File: src/rtl/tcp_tx_arbiter.sv
// Round-robin, message-granular arbiter sharing the eth_vlg raw-TCP transmit port between N byte streams.
// Optional header byte per grant when TCP_TX_ARB_HDR_EN is defined.
module tcp_tx_arbiter #(
  parameter int N          = 4,
  parameter int MAX_MSG    = 1024,
  parameter int IDLE_TICKS = 1000
) (
  input  logic                 clk,
  input  logic                 rst,
  input  logic                 connected,
  input  logic [N-1:0]         req_vin,
  input  logic [N*8-1:0]       req_din,
  input  logic [N-1:0]         req_last,
  output logic [N-1:0]         req_cts,
  input  logic                 tcp_cts,
  output logic [7:0]           tcp_din,
  output logic                 tcp_vin,
  output logic                 tcp_snd,
  output logic [$clog2(N)-1:0] gnt_id,
  output logic                 busy
);

  localparam int GW = $clog2(N);
  localparam int BW = $clog2(MAX_MSG + 1);
  localparam int IW = (IDLE_TICKS > 1) ? $clog2(IDLE_TICKS) : 1;

  localparam logic [BW-1:0] BYTE_LAST = BW'(MAX_MSG - 1);
  localparam logic [IW-1:0] IDLE_LAST = IW'(IDLE_TICKS - 1);
  localparam logic [GW-1:0] GNT_MAX   = GW'(N - 1);

  typedef enum logic [1:0] {
    IDLE   = 2'd0,
    HDR    = 2'd1,
    STREAM = 2'd2,
    FLUSH  = 2'd3
  } state_e;

  state_e        state_q, state_d;
  logic [GW-1:0] gnt_q, gnt_d;
  logic [GW-1:0] rr_q, rr_d;
  logic [BW-1:0] byte_cnt_q, byte_cnt_d;
  logic [IW-1:0] idle_cnt_q, idle_cnt_d;
  logic          vin_q, vin_d;
  logic [7:0]    din_q, din_d;

  logic          cts_ok;
  logic          xfer;
  logic          xfer_last;
  logic [7:0]    xfer_byte;
  logic          sel_found;
  logic [GW-1:0] sel_idx;

  assign cts_ok    = tcp_cts && connected;
  assign xfer      = (state_q == STREAM) && cts_ok && req_vin[gnt_q];
  assign xfer_last = req_last[gnt_q];
  assign xfer_byte = req_din[{gnt_q, 3'b000} +: 8];

  // Only the granted requester ever sees ready, and only while the stack can take a byte.
  always_comb begin
    req_cts = '0;
    for (int i = 0; i < N; i++) begin
      req_cts[i] = (state_q == STREAM) && (gnt_q == GW'(i)) && cts_ok;
    end
  end

  // First active request at or after the round-robin pointer, wrapping modulo N.
  always_comb begin
    sel_found = 1'b0;
    sel_idx   = '0;
    for (int k = 0; k < N; k++) begin
      if (!sel_found && req_vin[(int'(rr_q) + k) % N]) begin
        sel_found = 1'b1;
        sel_idx   = GW'((int'(rr_q) + k) % N);
      end
    end
  end

  always_comb begin
    // NOTE: every variable written here gets a default first, so no path can leave one unassigned and infer a latch.
    state_d    = state_q;
    gnt_d      = gnt_q;
    rr_d       = rr_q;
    byte_cnt_d = byte_cnt_q;
    idle_cnt_d = idle_cnt_q;
    vin_d      = 1'b0;
    din_d      = 8'h00;

    if (xfer) begin
      vin_d = 1'b1;
      din_d = xfer_byte;
    end

    unique case (state_q)
      IDLE: begin
        if (connected && sel_found) begin
          gnt_d      = sel_idx;
          byte_cnt_d = '0;
          idle_cnt_d = '0;
`ifdef TCP_TX_ARB_HDR_EN
          state_d    = HDR;
`else
          state_d    = STREAM;
`endif
        end
      end

`ifdef TCP_TX_ARB_HDR_EN
      HDR: begin
        if (cts_ok) begin
          vin_d      = 1'b1;
          din_d      = {4'hA, 1'b0, 3'(gnt_q)};
          byte_cnt_d = byte_cnt_q + 1'b1;
          idle_cnt_d = '0;
          state_d    = (byte_cnt_q == BYTE_LAST) ? FLUSH : STREAM;
        end else if (idle_cnt_q == IDLE_LAST) begin
          state_d = FLUSH;
        end else begin
          idle_cnt_d = idle_cnt_q + 1'b1;
        end
      end
`else
      HDR: state_d = IDLE;
`endif

      STREAM: begin
        // A transfer always beats the idle timeout in the same cycle.
        if (xfer) begin
          byte_cnt_d = byte_cnt_q + 1'b1;
          idle_cnt_d = '0;
          if (xfer_last || (byte_cnt_q == BYTE_LAST)) begin
            state_d = FLUSH;
          end
        end else if (idle_cnt_q == IDLE_LAST) begin
          state_d = FLUSH;
        end else begin
          idle_cnt_d = idle_cnt_q + 1'b1;
        end
      end

      FLUSH: begin
        rr_d    = (gnt_q == GNT_MAX) ? '0 : gnt_q + GW'(1);
        state_d = IDLE;
      end

      default: state_d = IDLE;
    endcase

    // Losing the connection abandons the grant without flushing or advancing fairness.
    if (!connected) begin
      state_d = IDLE;
      rr_d    = rr_q;
    end
  end

  always_ff @(posedge clk) begin
    // NOTE: sequential state uses non-blocking assignments so every register samples pre-edge values.
    if (rst) begin
      state_q    <= IDLE;
      gnt_q      <= '0;
      rr_q       <= '0;
      byte_cnt_q <= '0;
      idle_cnt_q <= '0;
      vin_q      <= 1'b0;
      din_q      <= 8'h00;
    end else begin
      state_q    <= state_d;
      gnt_q      <= gnt_d;
      rr_q       <= rr_d;
      byte_cnt_q <= byte_cnt_d;
      idle_cnt_q <= idle_cnt_d;
      vin_q      <= vin_d;
      din_q      <= din_d;
    end
  end

  // The final byte registered on entry to FLUSH is on tcp_vin in the same cycle as the strobe.
  assign tcp_snd = (state_q == FLUSH) && connected && (byte_cnt_q != '0);
  assign tcp_vin = vin_q;
  assign tcp_din = din_q;
  assign gnt_id  = gnt_q;
  assign busy    = (state_q != IDLE);

endmodule

File: config.mk
export PLATFORM = sky130hd
export DESIGN_NAME = tcp_tx_arbiter
export DESIGN_NICKNAME = d
export VERILOG_FILES = /design/src/rtl/tcp_tx_arbiter.sv
export SDC_FILE = /design/constraint.sdc
export NUM_CORES = 1
export LEC_CHECK = 0
export BUFFER_PORTS_ARGS = -buffer_cell sky130_fd_sc_hd__buf_2
export CAP_MARGIN = 20
export CORE_MARGIN = 4
export CORE_UTILIZATION = 51
export CTS_CLUSTER_DIAMETER = 120
export CTS_CLUSTER_SIZE = 10
export DETAILED_ROUTE_END_ITERATION = 6
export PLACE_DENSITY = 0.86
export SYNTH_ARGS = -nofsm -noshare
export SYNTH_HDL_FRONTEND = slang
export SYNTH_SLANG_ARGS = --single-unit
export TNS_END_PERCENT = 10
File: constraint.sdc
create_clock -name clk -period 2.6 [get_ports clk]
set_input_delay 0.26 -clock clk [delete_from_list [all_inputs] [get_ports clk]]
set_output_delay 0.26 -clock clk [all_outputs]
set_load 0.05 [all_outputs]
==> run summary, run 1 <==
### Min path
• in2reg — Hold Path Class
• state_q[1] — endpoint with the worst hold slack
• connected — Hold Path Origin
• 2 — Hold Crit Depth

### Global routing
• 21.70% — global router's overall resource usage
• 8.797 mm — wire length of the first global-routing pass
• 1,960 — number of global-route vias before repair
• 0 — final global-route overflow total
• 0 — initial antenna violation count
• 19 — largest net degree at the start of global routing

### Synthesis
• sky130_fd_sc_hd__dfxtp_1 — most instantiated library cell after synthesis
• 34.85% — proportion of synthesized chip area in sequential cells
• sky130_fd_sc_hd__dfxtp_1 (36), sky130_fd_sc_hd__nand2_1 (20), sky130_fd_sc_hd__a21oi_1 (17), sky130_fd_sc_hd__nand3_1 (17), sky130_fd_sc_hd__and2_1 (13) — list of most frequent post-synthesis cells
• 34.85% — area share of the largest cell type after synthesis
• 36 — Synth Register Bits
• sky130_fd_sc_hd__dfxtp_1 (35%), sky130_fd_sc_hd__mux4_2 (11%), sky130_fd_sc_hd__ha_1 (4.2%) — cell types occupying the most area after synthesis
• 0 — count of synthesis-stage warnings from yosys
• sky130_fd_sc_hd__dfxtp_1 — most used flip-flop cell after synthesis
• 0 — EDFF count, synth
• 8.915 um^2 — post-synthesis average cell area
• 46 — number of different library cells in the post-synthesis netlist
• 0% — share of flip-flops with an asynchronous set or reset after synthesis
• 283 — number of nets produced by synthesis
• sky130_fd_sc_hd__dfxtp_1 — top cell type by total area after synthesis
• 232 — Syn Inst Count
• 0.002068 mm^2 — total standard cell area after synthesis

### Power
• 24.89% — net switching fraction of the power
• 0.2892 mV — Max rail drop VDD
• 12.7% — power share of the combinational group
• 456.5 mW/mm^2 — pwr dens
• 49.0% — proportion of power drawn by flip-flops and latches
• 38.4% — Clock power frac
• 0.001034 uW — Leakage Power
• 284.2 uW — net switching power figure
• 857.7 uW — internal power of the cells

### STA
• 541.8 ps — smallest setup slack after layout
• 0 ps — post-route setup TNS
• 0 — count of endpoints failing hold in the final timing report
• 60.06% — Relative slew margins
• 7.838 ps — post-route clock skew
• 0 — count of final max-slew check failures
• 485.9 MHz — Fmax achieved
• 599.1 ps — slew of the pin with the lowest slew margin
• 0 — setup-violating endpoint count in the final report
• 79.16% — share of the clock period used by the worst path
• 2058 ps — minimum clock period
• false — setup repair after global routing missed its margin

### Detailed routing
• met4 — DR top layer
• 304 um — metal3 WL
• 5.976 — Via density
• 2.629 mm — met2 wire length
• 2,032 — via count
• 2.156 mm — Routed met1 length
• 0 — post-detailed-route count of antenna-violating nets
• 15.62 um — average wire length per cell after detail routing
• 0 — DR DRC count
• 4 — detailed-router iteration count before antenna repair
• 5.312 mm — aggregate routed wire length
• 179 — initial DRC count

### Finish
• 343 — Final nets
• 29.45% — share of cells above drive strength 1
• 0 — antenna cells
• 20.93% — synthesis-to-layout area growth
• 319 — Fill cells

### Clock tree
• 0 — Resized cells post-CTS
• 300 ps — Worst-Skew Late Latency
• 36 — number of sinks handled by clock tree synthesis
• 2 — clock buffer depth
• sky130_fd_sc_hd__clkbuf_8 — clock tree root driver cell
• 5 — number of buffers inserted during clock tree synthesis
• built — clock tree from TritonCTS
• 70 ps — Reg clk slew, reported paths
• 2 — H-tree depth
• 0 — buffer count from post-CTS setup fixing
• 0 — Post-CTS Hold Buffers

### Floorplan
• 22 — site row count
• 0.005138 mm^2 — floorplan die area
• 71.68 um — Chip Width
• 54.45% — Starting Density
• 71.68 um — vertical die dimension
• 0.003799 mm^2 — placeable core region
• 61 — Top-Level Pins

### Placed design
• 567.1 ps — worst slack after detailed placement
• 4.012 mm — Post-DP HPWL
• 60 — count of buffers inserted at the top-level ports
• 0.8409 — gp weighted congestion

### Worst setup path
• 2830 ps — required time at the worst-slack endpoint
• 12 — biggest fanout along the worst timing path
• flip-flop — Worst Setup Start Kind
• reg2reg — category of the critical setup timing path
• 2290 ps — arrival time at the worst endpoint
• flip-flop — crit end category
• idle_cnt_q[8] — reg2reg end
• gnt_id[0] — start of the worst register-to-register path
• 4 — worst reg2reg path depth
• 540 ps — worst-case register-to-register setup slack

### Outcome
• complete, no violations — result of the run

### Run
• 0 — number of violations of the max-capacitance limit

==> how the worst max path moves through the flow <==
stage	from	slack, ps	cells past startpoint	end
final	gnt_id[0]	540	4	idle_cnt_q[8]
after global routing	gnt_id[0]	370	4	idle_cnt_q[8]
after CTS	gnt_id[0]	550	4	idle_cnt_q[8]
after detailed placement	gnt_id[0]	570	4	idle_cnt_q[8]
after global placement	req_vin[1]	600	5	idle_cnt_q[8]
after floorplan	gnt_id[0]	400	4	idle_cnt_q[8]
==> power by group through the flow <==
stage	clock, uW	combinational (uW)	sequential, uW
6_report	438	145	559
5_1_grt	470	159	559
4_1_cts	445	144	559
3_5_place_dp	0	143	572
3_3_place_gp	0	138	571
2_1_floorplan	0	80.9	579
==> critical path, cell delays in order (launching register included) <==
cell and delay (ps):
sky130_fd_sc_hd__dfxtp_1 350, sky130_fd_sc_hd__mux4_2 580, sky130_fd_sc_hd__a31oi_2 490, sky130_fd_sc_hd__or4b_1 490, sky130_fd_sc_hd__nand3_1 90
==> flip-flops by register name (all words and copies together), names as in the netlist <==
register	flops
tcp_din	8
tcp_vin	1
gnt_id	2
byte_cnt_q	11
rr_q	2
state_q	2
idle_cnt_q	10
==> final cells by class <==
| cell class | instances | area, um^2 | area share, % |
|---|---|---|---|
| Multi-Input combinational cell | 174 | 1256 | 50.22 |
| Clock buffer | 7 | 96.34 | 3.852 |
| Timing Repair Buffer | 63 | 322.8 | 12.91 |
| Inverter | 12 | 45.04 | 1.801 |
| Sequential cell | 36 | 720.7 | 28.81 |
| Tap cell | 48 | 60.06 | 2.401 |
==> through the flow <==
stage	power (uW)	utilization, %	cells	instance area, um^2	hold slack [ps]
6_report	1142	65.84	340	2501	294.3
5_1_grt	1188	65.84	340	2501	309.1
4_1_cts	1148	65.84	340	2501	285.1
3_5_place_dp	715.0	63.31	333	2405	471.4
3_3_place_gp	709.3	63.31	333	2405	467.9
2_1_floorplan	660.0	-	232	2068	426.6
==> per-layer routing <==
layer,GRT usage [%],vias up
li1,-,981
met1,25.15,955
met2,36.02,73
met3,5.750,23
met4,12.32,0
met5,0,-
==> layout by cell type, fill, tap and decap left out, types with 2 or more instances in the layout <==
| cell type | count |
|---|---|
| sky130_fd_sc_hd__nor2_1 | 9 |
| sky130_fd_sc_hd__ha_1 | 7 |
| sky130_fd_sc_hd__a211o_1 | 4 |
| sky130_fd_sc_hd__or4_1 | 2 |
| sky130_fd_sc_hd__and3_1 | 5 |
| sky130_fd_sc_hd__dfxtp_1 | 36 |
| sky130_fd_sc_hd__or2_2 | 3 |
| sky130_fd_sc_hd__buf_4 | 3 |
| sky130_fd_sc_hd__nand2b_1 | 4 |
| sky130_fd_sc_hd__nand4_1 | 6 |
| sky130_fd_sc_hd__or3_1 | 2 |
| sky130_fd_sc_hd__mux2i_1 | 4 |
| sky130_fd_sc_hd__a21oi_1 | 17 |
| sky130_fd_sc_hd__buf_2 | 60 |
| sky130_fd_sc_hd__nor3_1 | 5 |
| sky130_fd_sc_hd__and4_1 | 3 |
| sky130_fd_sc_hd__clkbuf_8 | 7 |
| sky130_fd_sc_hd__a31oi_1 | 8 |
| sky130_fd_sc_hd__nor4_1 | 3 |
| sky130_fd_sc_hd__inv_1 | 12 |
| sky130_fd_sc_hd__nand3_1 | 17 |
| sky130_fd_sc_hd__nand2_1 | 20 |
| sky130_fd_sc_hd__mux4_2 | 10 |
| sky130_fd_sc_hd__nor2b_1 | 4 |
| sky130_fd_sc_hd__and2_1 | 13 |
| sky130_fd_sc_hd__o21ai_0 | 9 |
==> kinds of logic (layout without fill, tap and decap cells) <==
| kind of cell | after synthesis | in the layout | share of synthesized area [%] |
|---|---|---|---|
| AOI/OAI and AO/OA | 51 | 51 | 16.21 |
| adders and majority gates | 7 | 7 | 4.235 |
| buffers and inverters | 22 | 82 | 4.416 |
| DFF | 36 | 36 | 34.85 |
| muxes | 14 | 14 | 12.83 |
| and+or+nand+nor | 102 | 102 | 27.46 |
Note: power is estimated with default switching activity, not from simulation.
==> run 2: changes to the inputs <==
Clock period 2.6 ns to 2.1 ns, I/O delays scaled along.
==> run 2 against run 1 <==
Global-route usage is 0.20 points higher. Critical path type unchanged. Die area stayed put. Power is 36% higher. Cell area is 2.8% higher. Non-clock buffer count is 5 higher. Largest power group unchanged. Clock skew is 1.3 ps lower. Clock power is 52% higher. Fmax is 6.5% higher. Register-to-register slack worse by 380 ps. Sequential cell count stayed put. Routed wire length is 3.0% higher.
==> run summary, run 2 (synthesis results as in run 1) <==
### STA
• 0 — count of endpoints failing hold in the final timing report
• 92.06% — share of the clock period used by the worst path
• 517.3 MHz — Fmax achieved
• false — setup repair after global routing missed its margin
• 59.36% — Relative slew margins
• 0 — setup-violating endpoint count in the final report
• 609.6 ps — slew of the pin with the lowest slew margin
• 6.537 ps — post-route clock skew
• 0 ps — post-route setup TNS
• 0 — count of final max-slew check failures
• 1933 ps — minimum clock period

### Detailed routing
• 0 — DR DRC count
• 230 — initial DRC count
• 2,104 — via count
• 5 — detailed-router iteration count before antenna repair
• 0 — post-detailed-route count of antenna-violating nets
• 15.82 um — average wire length per cell after detail routing
• 6.081 — Via density
• 5.474 mm — aggregate routed wire length

### Finish
• 0 — antenna cells
• sky130_fd_sc_hd__buf_2 — most common cell after layout, fill and taps aside
• 24.26% — synthesis-to-layout area growth
• 31.21% — share of cells above drive strength 1
• 11 — Largest register FFs
• byte_cnt_q — Biggest register
• 348 — Final nets
• sky130_fd_sc_hd__buf_2 (60), sky130_fd_sc_hd__dfxtp_1 (35), sky130_fd_sc_hd__nand2_1 (20) — commonest non-fill, non-tap cells in the layout

### Placed design
• 0.8327 — gp weighted congestion
• 60 — count of buffers inserted at the top-level ports
• 4.110 mm — Post-DP HPWL

### Clock tree
• 0 — Resized cells post-CTS
• 0 — buffer count from post-CTS setup fixing
• sky130_fd_sc_hd__clkbuf_8 — clock tree root driver cell
• 2 — clock buffer depth
• built — clock tree from TritonCTS
• 2 — H-tree depth
• 0 — Post-CTS Hold Buffers
• 36 — number of sinks handled by clock tree synthesis
• 70 ps — Reg clk slew, reported paths
• 5 — number of buffers inserted during clock tree synthesis
• 290 ps — Worst-Skew Late Latency

### Floorplan
• 22 — site row count
• 61 — Top-Level Pins
• 0.005138 mm^2 — floorplan die area
• 71.68 um — vertical die dimension
• 54.45% — Starting Density
• 0.003799 mm^2 — placeable core region
• 71.68 um — Chip Width

### Power
• 1196 uW — internal power of the cells
• 351.6 uW — net switching power figure
• 0.001072 uW — Leakage Power
• 22.72% — net switching fraction of the power
• 602.1 mW/mm^2 — pwr dens
• 42.9% — Clock power frac
• 44.7% — proportion of power drawn by flip-flops and latches
• 1547 uW — Total Power Consumption
• 12.4% — power share of the combinational group
• 0.4966 mV — Max rail drop VDD

### Worst setup path
• flip-flop — crit end category
• 1 — combined buffer and inverter count along the critical path
• reg2reg — category of the critical setup timing path
• 2300 ps — required time at the worst-slack endpoint
• flip-flop — Worst Setup Start Kind
• 580 ps — delay of the slowest critical-path stage
• 7 — biggest fanout along the worst timing path
• 2130 ps — arrival time at the worst endpoint
• sky130_fd_sc_hd__mux4_2 — CP max stage cell
• compound AO/OA/AOI/OAI gates — Worst path top cell family by delay
• mux4_2, a31oi_2, buf_4, a31oi_1, o32ai_2 — cells along the critical path

### Run
• 0 — number of violations of the max-capacitance limit

### Global routing
• 8.976 mm — wire length of the first global-routing pass
• 21.90% — global router's overall resource usage
• 0 — final global-route overflow total
• 0 — initial antenna violation count
• 1,960 — number of global-route vias before repair
• 19 — largest net degree at the start of global routing

### Min path
• in2reg — Hold Path Class

### Outcome
• complete, no violations — result of the run

run 2: changes by cell type in the layout (fill, tap and decap cells not counted):
| cell | before | now |
|---|---|---|
| sky130_fd_sc_hd__bufinv_16 | 0 | 1 |
| sky130_fd_sc_hd__dfxtp_2 | 0 | 1 |
| sky130_fd_sc_hd__dfxtp_1 | 36 | 35 |
| sky130_fd_sc_hd__buf_4 | 3 | 8 |
run 2: path summary, 6_finish.rpt:
path / startpoint / end / slack [ps] / depth (start not counted)
hold reg to reg: byte_cnt_q[9] / byte_cnt_q[9] / 490 / 1
setup reg to reg: gnt_id[0] / idle_cnt_q[1] / 170 / 5
hold / removal: connected / state_q[1] / 240 / 2
setup / recovery: gnt_id[0] / idle_cnt_q[1] / 170 / 5
run 2: per-layer routing:
| layer | vias to the layer above | track usage [%] | part of all wire (%) |
|---|---|---|---|
| met2 | 115 | 35.61 | 50 |
| met4 | 0 | 8.977 | 2.5 |
| met5 | - | 0 | 0 |
| met3 | 16 | 5.470 | 8.6 |
| li1 | 993 | - | - |
| met1 | 980 | 27.67 | 39 |
run 2: cell type report:
cell class	instances	area [um^2]
fill	280	1229
sequential	36	721.9
inverter	12	45.04
clock buffer	7	96.34
multi-input combinational	174	1256
timing repair buffer	68	360.3
clock inverter	1	30.03
tap	48	60.06
run 2: power by group through the flow:
| stage | combinational [uW] | clock, uW | sequential, uW |
|---|---|---|---|
| floorplan | 100 | 0 | 717 |
| global placement | 180 | 0 | 707 |
| detailed placement | 189 | 0 | 708 |
| CTS | 190 | 673 | 692 |
| global route | 207 | 703 | 692 |
| finish | 192 | 664 | 692 |
run 2: worst register-to-register path, cell delays in order, from the launching register on:
cell	delay, ps
sky130_fd_sc_hd__dfxtp_2	340
sky130_fd_sc_hd__mux4_2	580
sky130_fd_sc_hd__a31oi_2	390
sky130_fd_sc_hd__buf_4	210
sky130_fd_sc_hd__a31oi_1	120
sky130_fd_sc_hd__o32ai_2	210
run 2: per-stage QoR:
step,hold slack [ps],instances,area [um^2],utilization (%),setup WS (ps)
global placement,466.9,338,2444,64.33,262.1
floorplan,376.6,232,2069,-,144.0
finish,237.8,346,2570,67.65,166.7
CTS,229.4,346,2570,67.65,200.4
global route,247.1,346,2570,67.65,109.5
detailed placement,475.7,338,2444,64.33,232.2
==> run 3: changes to the inputs <==
Settings changed: BUFFER_PORTS_ARGS -buffer_cell sky130_fd_sc_hd__buf_2 to unset, CORE_UTILIZATION 51 to 53, DONT_BUFFER_PORTS set to 1, PLACE_DENSITY 0.86 to 0.75.
==> run 3 against run 2 <==
Utilization is 6.7 points lower. Cell area is 12% lower. Register-to-register slack better by 120 ps. Clock-buffer cell count stayed put. Critical endpoint is now req_cts[2]. Largest power group unchanged.
==> run summary, run 3 (synthesis results as in run 1) <==
### Clock tree
• built — clock tree from TritonCTS
• 36 — number of sinks handled by clock tree synthesis
• 0 — Resized cells post-CTS
• 5 — number of buffers inserted during clock tree synthesis
• 2 — H-tree depth
• 0 — buffer count from post-CTS setup fixing
• 2 — clock buffer depth
• 70 ps — Reg clk slew, reported paths
• 280 ps — Worst-Skew Late Latency
• sky130_fd_sc_hd__clkbuf_8 — clock tree root driver cell
• 1 — Post-CTS Hold Buffers

### Power
• 1353 uW — Total Power Consumption
• 0.0008114 uW — Leakage Power
• 597.4 mW/mm^2 — pwr dens
• 0.3651 mV — Max rail drop VDD

### Finish
• 721.9 um^2 — sequential cell area
• 327 — Fill cells
• sky130_fd_sc_hd__dfxtp_1 (35), sky130_fd_sc_hd__nand2_1 (20), sky130_fd_sc_hd__nand3_1 (17), sky130_fd_sc_hd__a21oi_1 (17), sky130_fd_sc_hd__and2_1 (13) — commonest non-fill, non-tap cells in the layout
• 0 — antenna cells
• 11 — Largest register FFs
• 0.001256 mm^2 — footprint of the multi-input gates
• 9.498% — synthesis-to-layout area growth
• 288 — filler-free cell count of the finished design
• 14.17% — share of cells above drive strength 1
• byte_cnt_q — Biggest register
• sky130_fd_sc_hd__dfxtp_1 — most common cell after layout, fill and taps aside
• 291 — Final nets

### Placed design
• 0 — count of buffers inserted at the top-level ports
• 0.8004 — gp weighted congestion
• 280 — cell total after placement
• 294.4 ps — worst slack after detailed placement
• 3.743 mm — Post-DP HPWL

### Outcome
• complete, no violations — result of the run

### Detailed routing
• 4 — detailed-router iteration count before antenna repair
• 17.00 um — average wire length per cell after detail routing
• 6.212 — Via density
• 0 — post-detailed-route count of antenna-violating nets
• 1,789 — via count
• 4.896 mm — aggregate routed wire length
• 0 — DR DRC count
• 127 — initial DRC count

### Global routing
• 1,753 — number of global-route vias before repair
• 0 — final global-route overflow total
• 20.53% — global router's overall resource usage
• 19 — largest net degree at the start of global routing
• 0 — initial antenna violation count
• 8.328 mm — wire length of the first global-routing pass

### Worst setup path
• flip-flop — Worst Setup Start Kind
• gnt_id[0] — Crit. Startpoint
• primary output — crit end category
• 1600 ps — arrival time at the worst endpoint
• 1890 ps — required time at the worst-slack endpoint
• state_q[0] — reg2reg end
• 15 — biggest fanout along the worst timing path
• 290 ps — worst-case register-to-register setup slack
• gnt_id[0] — start of the worst register-to-register path
• req_cts[2] — CP Capture Point
• 5 — worst reg2reg path depth
• reg2out — category of the critical setup timing path

### Floorplan
• 55.66% — Starting Density
• 70.47 um — Chip Width
• 0.004966 mm^2 — floorplan die area
• 70.47 um — vertical die dimension
• 22 — site row count
• 0.003716 mm^2 — placeable core region
• 61 — Top-Level Pins

### STA
• 86.36% — share of the clock period used by the worst path
• 63.27% — Relative slew margins
• false — setup repair after global routing missed its margin
• 0 — count of final max-slew check failures
• 0 — count of endpoints failing hold in the final timing report
• 286.4 ps — smallest setup slack after layout
• 551.4 MHz — Fmax achieved
• 1814 ps — minimum clock period
• 0 ps — post-route setup TNS
• 550.9 ps — slew of the pin with the lowest slew margin
• 0 — setup-violating endpoint count in the final report
• 2.867 ps — post-route clock skew
• 38.33 ps — worst hold slack across all endpoints

### Run
• 0 — number of violations of the max-capacitance limit

### Min path
• in2reg — Hold Path Class

[run 3: cell count changes in the layout (fill, tap and decap cells not counted), sizes merged]
cell         before  now
buf              68   10
bufinv            1    0
dlygate4sd3       0    1
[run 3: per-stage QoR]
step	util, %	cell area, um^2
after global routing	60.94	2265
final	60.94	2265
after detailed placement	58.08	2158
after floorplan	-	2069
after global placement	58.08	2158
after CTS	60.94	2265
[run 3: area by class of cell]
class | instances | share of cell area (%)
Clock buffer | 7 | 4.254
Multi-Input combinational cell | 174 | 55.47
Sequential cell | 36 | 31.88
Inverter | 12 | 1.989
Timing Repair Buffer | 11 | 3.757
Tap cell | 48 | 2.652
[run 3: report_power, final]
part           total, uW  leakage [uW]  switching, uW  internal, uW
Combinational        135      0.000470           75.9          59.4
Clock                523     0.0000503            231           292
Sequential           695      0.000291           7.22           688
Total               1350      0.000811            314          1040
[run 3: worst min path at each step]
stage / from / slack, ps / cells after the start / end
detailed placement: rst / 280 / 1 / gnt_id[0]
finish: rst / 40 / 1 / idle_cnt_q[1]
CTS: rst / 30 / 1 / idle_cnt_q[1]
floorplan: connected / 380 / 1 / state_q[1]
global route: rst / 20 / 1 / idle_cnt_q[1]
global placement: rst / 270 / 1 / gnt_id[0]
[run 3: layer usage]
layer  vias to the layer above  global-route usage, %  part of all wire [%]
met5                         -                      0                     0
met4                         0                  5.532                   2.0
met3                         8                  7.482                   7.1
met2                        60                  34.82                    50
met1                       848                  24.29                    41
li1                        873                      -                     -
[run 3: worst max-delay path, stage by stage, from the launching register on]
cell,delay (ps)
sky130_fd_sc_hd__dfxtp_2,340
sky130_fd_sc_hd__buf_4,330
sky130_fd_sc_hd__inv_1,120
sky130_fd_sc_hd__ha_1,210
sky130_fd_sc_hd__and2_1,130
sky130_fd_sc_hd__buf_4,180
